### src/rtl/inst_fetch_resp.sv
// inst_fetch_resp: accepts byte-PC fetch requests, reads a synchronous ROM and returns words in order
// through a 2-entry output buffer. Define FETCH_ALIGN_CHECK_EN to flag misaligned PCs via inst_err.
module inst_fetch_resp #(
  parameter int unsigned DEPTH_LOG2 = 6,
  parameter int unsigned BUF_DEPTH  = 2
) (
  input  logic                  clk,
  input  logic                  reset,
  input  logic                  req_valid,
  input  logic [31:0]           req_addr,
  output logic                  req_ready,
  output logic                  rom_en,
  output logic [DEPTH_LOG2-1:0] rom_addr,
  input  logic [31:0]           rom_data,
  output logic                  inst_valid,
  output logic [31:0]           inst_data,
  output logic [31:0]           inst_pc,
  output logic                  inst_err,
  input  logic                  inst_ready,
  input  logic                  flush
);

  localparam int unsigned PTR_W = (BUF_DEPTH > 1) ? $clog2(BUF_DEPTH) : 1;
  localparam int unsigned CNT_W = $clog2(BUF_DEPTH + 1);
  localparam int unsigned OCC_W = CNT_W + 1;

  logic [CNT_W-1:0] count;
  logic [PTR_W-1:0] rd_ptr;
  logic [PTR_W-1:0] wr_ptr;
  logic             if_vld;
  logic [31:0]      if_pc;
  logic [31:0]      buf_pc   [BUF_DEPTH];
  logic [31:0]      buf_data [BUF_DEPTH];

  logic             misaligned;
  logic             pop;
  logic             push;
  logic             accept;
  logic [31:0]      wr_data;
  logic [OCC_W-1:0] occ;

  assign pop       = inst_valid && inst_ready;
  assign push      = if_vld && !flush;
  // Slots already committed (buffered + in flight) once this cycle's pop is retired.
  assign occ       = OCC_W'(count) + OCC_W'(if_vld) - OCC_W'(pop);
  assign req_ready = !flush && (occ < OCC_W'(BUF_DEPTH));
  assign accept    = req_valid && req_ready;
  assign rom_en    = accept && !misaligned;
  assign rom_addr  = req_addr[DEPTH_LOG2+1:2];

  assign inst_valid = (count != '0);
  assign inst_data  = buf_data[rd_ptr];
  assign inst_pc    = buf_pc[rd_ptr];

`ifdef FETCH_ALIGN_CHECK_EN
  logic if_err;
  logic buf_err [BUF_DEPTH];

  assign misaligned = (req_addr[1:0] != 2'b00);
  assign wr_data    = if_err ? 32'h0000_0000 : rom_data;
  assign inst_err   = buf_err[rd_ptr];

  // Error bit travels alongside the fetch so the faulting slot keeps its place in order.
  always_ff @(posedge clk or posedge reset) begin
    if (reset) begin
      if_err <= 1'b0;
      for (int i = 0; i < int'(BUF_DEPTH); i++) buf_err[i] <= 1'b0;
    end else begin
      if_err <= misaligned;
      if (push) buf_err[wr_ptr] <= if_err;
    end
  end
`else
  assign misaligned = 1'b0;
  assign wr_data    = rom_data;
  assign inst_err   = 1'b0;
`endif

  // In-flight stage and buffer bookkeeping; flush drops everything including the in-flight read.
  always_ff @(posedge clk or posedge reset) begin
    if (reset) begin
      if_vld <= 1'b0;
      if_pc  <= '0;
      count  <= '0;
      rd_ptr <= '0;
      wr_ptr <= '0;
    end else begin
      if_vld <= accept;
      if_pc  <= req_addr;
      if (flush) begin
        count  <= '0;
        rd_ptr <= '0;
        wr_ptr <= '0;
      end else begin
        if (push) wr_ptr <= wr_ptr + PTR_W'(1);
        if (pop)  rd_ptr <= rd_ptr + PTR_W'(1);
        count <= count + CNT_W'(push) - CNT_W'(pop);
      end
    end
  end

  // Buffer storage; cleared on reset so the head reads as zero.
  always_ff @(posedge clk or posedge reset) begin
    if (reset) begin
      for (int i = 0; i < int'(BUF_DEPTH); i++) begin
        buf_pc[i]   <= '0;
        buf_data[i] <= '0;
      end
    end else if (push) begin
      buf_pc[wr_ptr]   <= if_pc;
      buf_data[wr_ptr] <= wr_data;
    end
  end

endmodule

### config.mk
export PLATFORM = sky130hd
export DESIGN_NAME = inst_fetch_resp
export DESIGN_NICKNAME = d
export VERILOG_FILES = /design/src/rtl/inst_fetch_resp.sv
export SDC_FILE = /design/constraint.sdc
export NUM_CORES = 1
export LEC_CHECK = 0
export ABC_CLOCK_PERIOD_IN_PS = 8000
export CAP_MARGIN = 40
export CORE_ASPECT_RATIO = 1.4
export CORE_UTILIZATION = 52
export DETAILED_ROUTE_END_ITERATION = 8
export HOLD_SLACK_MARGIN = 0.03
export PLACE_DENSITY = 0.93
export SETUP_SLACK_MARGIN = 0.5
export SYNTH_ARGS = -nofsm -noshare
export SYNTH_HDL_FRONTEND = slang
export SYNTH_SLANG_ARGS = --single-unit
### constraint.sdc
create_clock -name clk -period 8 [get_ports clk]
set_clock_uncertainty 0.15 [all_clocks]
set_input_delay 1.6 -clock clk [delete_from_list [all_inputs] [get_ports clk]]
set_output_delay 1.6 -clock clk [all_outputs]
set_load 0.1 [all_outputs]
==> results.ini <==
[grt]
grt_max_degree = 79
grt_overflow = 0
grt_pass1_wl_um = 25740
grt_util_all_layers_pct = 24.16
antenna_found_initial = 1
grt_pass1_vias = 4882

[layout]
layout_common_cells = dfrtp_1 (164), clkdlybuf4s50_1 (141), mux2_2 (123)
layout.nets = 695
post_route_cells_drive_above_1_share_pct = 49.37
num_antenna_cells = 0
areaGrowthSynthToFinish_pct = 44.07
final_common_cell = dfrtp_1

[clock_tree]
root_buffer = clkbuf_16
h-tree-depth = 4
path_clk_slew_ns = 0.07
cts_tree = built
numCtsBuffers = 17
cts_resized = 0
ctsHoldBuffers = 0
insertion_delay_ns = 0.41
postCtsSetupBuffers = 0
numClockSinks = 165
cts.path.max_buffers = 2

[placement]
dp_hpwl_um = 10800
post-place-ws_ns = 2.199
routabilityCongestion = 0.7100
port_buffers = 141

[detailed_routing]
first_pass_iters = 4
routed_wl_um = 15770
post_drt_via_cell_ratio = 5.016
drt-initial-drc-count = 87
wl_per_cell_um = 19.28
ant_nets = 0
vias = 4103
drc = 0

[sta]
rsz0062_at_grt = false
fin_ws_ns = 2.202
final.setup.tns_ns = 0
fmax_ghz = 0.1725
holdWs_ns = 0.3503
finalHoldViolations = 0
fin_crit_sh_pct = 72.48
finalMaxSlewViolations = 0
setup_viol = 0
slew_headroom_pct = 48.68
min_period_ns = 5.798
worst_pin_slew_ns = 0.7699

[status]
status = finished, final reports clean

[floorplanning]
dieArea_um2 = 14200
core_area_um2 = 13390
die_h_um = 140.6
die_x_um = 101.0
rows = 50
start_util_pct = 53.29
ios = 143

[worst_hold_path]
hold_path_class = flip-flop to flip-flop
hp-start = if_pc[13]
whs_path_depth = 1
hold_end = buf_pc[13]

[setup_path]
arrival_ns = 4.05
worst-path-stages = 8
cp_top_family = buffers and inverters
worstSetupPathType = input pin to primary output
r2r_end = if_vld
slowest_delay_ns = 0.52
critPathSlowestCell = clkdlybuf4s50_1
worst-r2r-setup-slack_ns = 5.96
worstPathRequired_ns = 6.25
start_kind = input pin
path_buf_inv = 3
critical_path.cell_chain = clkdlybuf4s50_1 -> o21a_1 -> and2b_1 -> fa_1 -> xor2_1 -> and4bb_2 -> clkdlybuf4s50_1 -> buf_8
crit_fanout = 3
cp_common_cell = clkdlybuf4s50_1
reg2reg_from = count[1]
critPathCaptureType = primary output
worstRegToRegCells = 5

[synthesis]
synth_nets = 483
synth_area_um2 = 7134
ys.warnings.count = 0
ys_types = 25
ys_seq_area_share_pct = 57.87
syn_inst = 411
synth.ff_latch_count = 165
avgSynthCellArea_um2 = 17.36

[run]
max_cap_violations = 0

-- worst max-delay path by stage --
stage / slack (ns) / endpoint / start
after global placement: 1.91 / rom_en / inst_ready
after global routing: 2.09 / rom_en / inst_ready
after CTS: 2.19 / rom_en / inst_ready
after detailed placement: 2.20 / rom_en / inst_ready
after floorplan: 1.61 / req_ready / inst_ready
final: 2.20 / rom_en / inst_ready
-- per-stage QoR --
| step | std cells | utilization [%] | instance area [um2] |
|---|---|---|---|
| CTS | 818 | 76.78 | 10280 |
| global placement | 711 | 63.26 | 8469 |
| global route | 818 | 76.78 | 10280 |
| detailed placement | 786 | 72.27 | 9676 |
| floorplan | 411 | - | 7134 |
| finish | 818 | 76.78 | 10280 |
-- layout make-up --
cell class | count | area, um2
inverters | 2 | 12.51
flip-flops and latches | 165 | 4130
clock inverters | 14 | 163.9
clock buffers | 18 | 439.2
multi-input cells | 215 | 2643
repair buffers | 222 | 2663
well taps | 182 | 227.7
fillers | 787 | 3109
-- per-layer routing --
layer	vias up	wire, um	global-route usage (%)
met5	-	12	0
met4	2	274	7.857
met3	21	478	4.561
met2	110	9008	44.30
met1	2114	5996	28.09
li1	1856	-	-
-- cells in the mapped netlist --
library cell	instances	area share (%)
dfrtp_1	165	58
mux2_2	123	19
mux2_4	70	15
buf_12	12	3.4
buf_2	7	0.49
buf_4	7	0.74
buf_6	3	0.47
nor2_1	3	0.16
and2b_2	2	0.25
ha_1	2	0.35
inv_1	2	0.11
xor2_1	2	0.25
and2b_1	1	0.11
and4bb_2	1	0.18
conb_1	1	0.053
fa_1	1	0.28
nand2_1	1	0.053
nand3b_1	1	0.11
nor3b_1	1	0.11
nor3b_2	1	0.18
o21a_1	1	0.11
or2_2	1	0.088
or2b_2	1	0.12
xnor2_1	1	0.12
xnor3_1	1	0.32
-- worst register-to-register path: cells and delay by family (launching register included) --
kind | cells | cell delay, ns
xor+xnor | 1 | 0.19
fa+ha+maj | 1 | 0.42
compound gates | 1 | 0.26
flops | 1 | 0.45
simple gates | 2 | 0.47
-- state kept, by name, summed over array words and instances, names as in the netlist --
register,cells
if_pc,32
count,2
if_vld,1
wr_ptr,1
buf_pc,64
buf_data,64
rd_ptr,1
-- logic make-up (layout without fill, tap and decap cells) --
family / count (synthesis) / in the layout / share of synthesized area [%]
AO/OA/AOI/OAI: 1 / 1 / 0.1053
XOR/XNOR: 4 / 4 / 0.6840
adder cells (fa/ha/maj): 3 / 3 / 0.6313
buffers and inverters: 31 / 256 / 5.174
flip-flops: 165 / 165 / 57.87
multiplexers: 193 / 193 / 34.15
other: 1 / 1 / 0.05256
AND/OR/NAND/NOR: 13 / 13 / 1.333
Power is left out: the tool's default activity adds up to more than one toggle a clock period on the data nets, which glitch-free logic cannot reach.
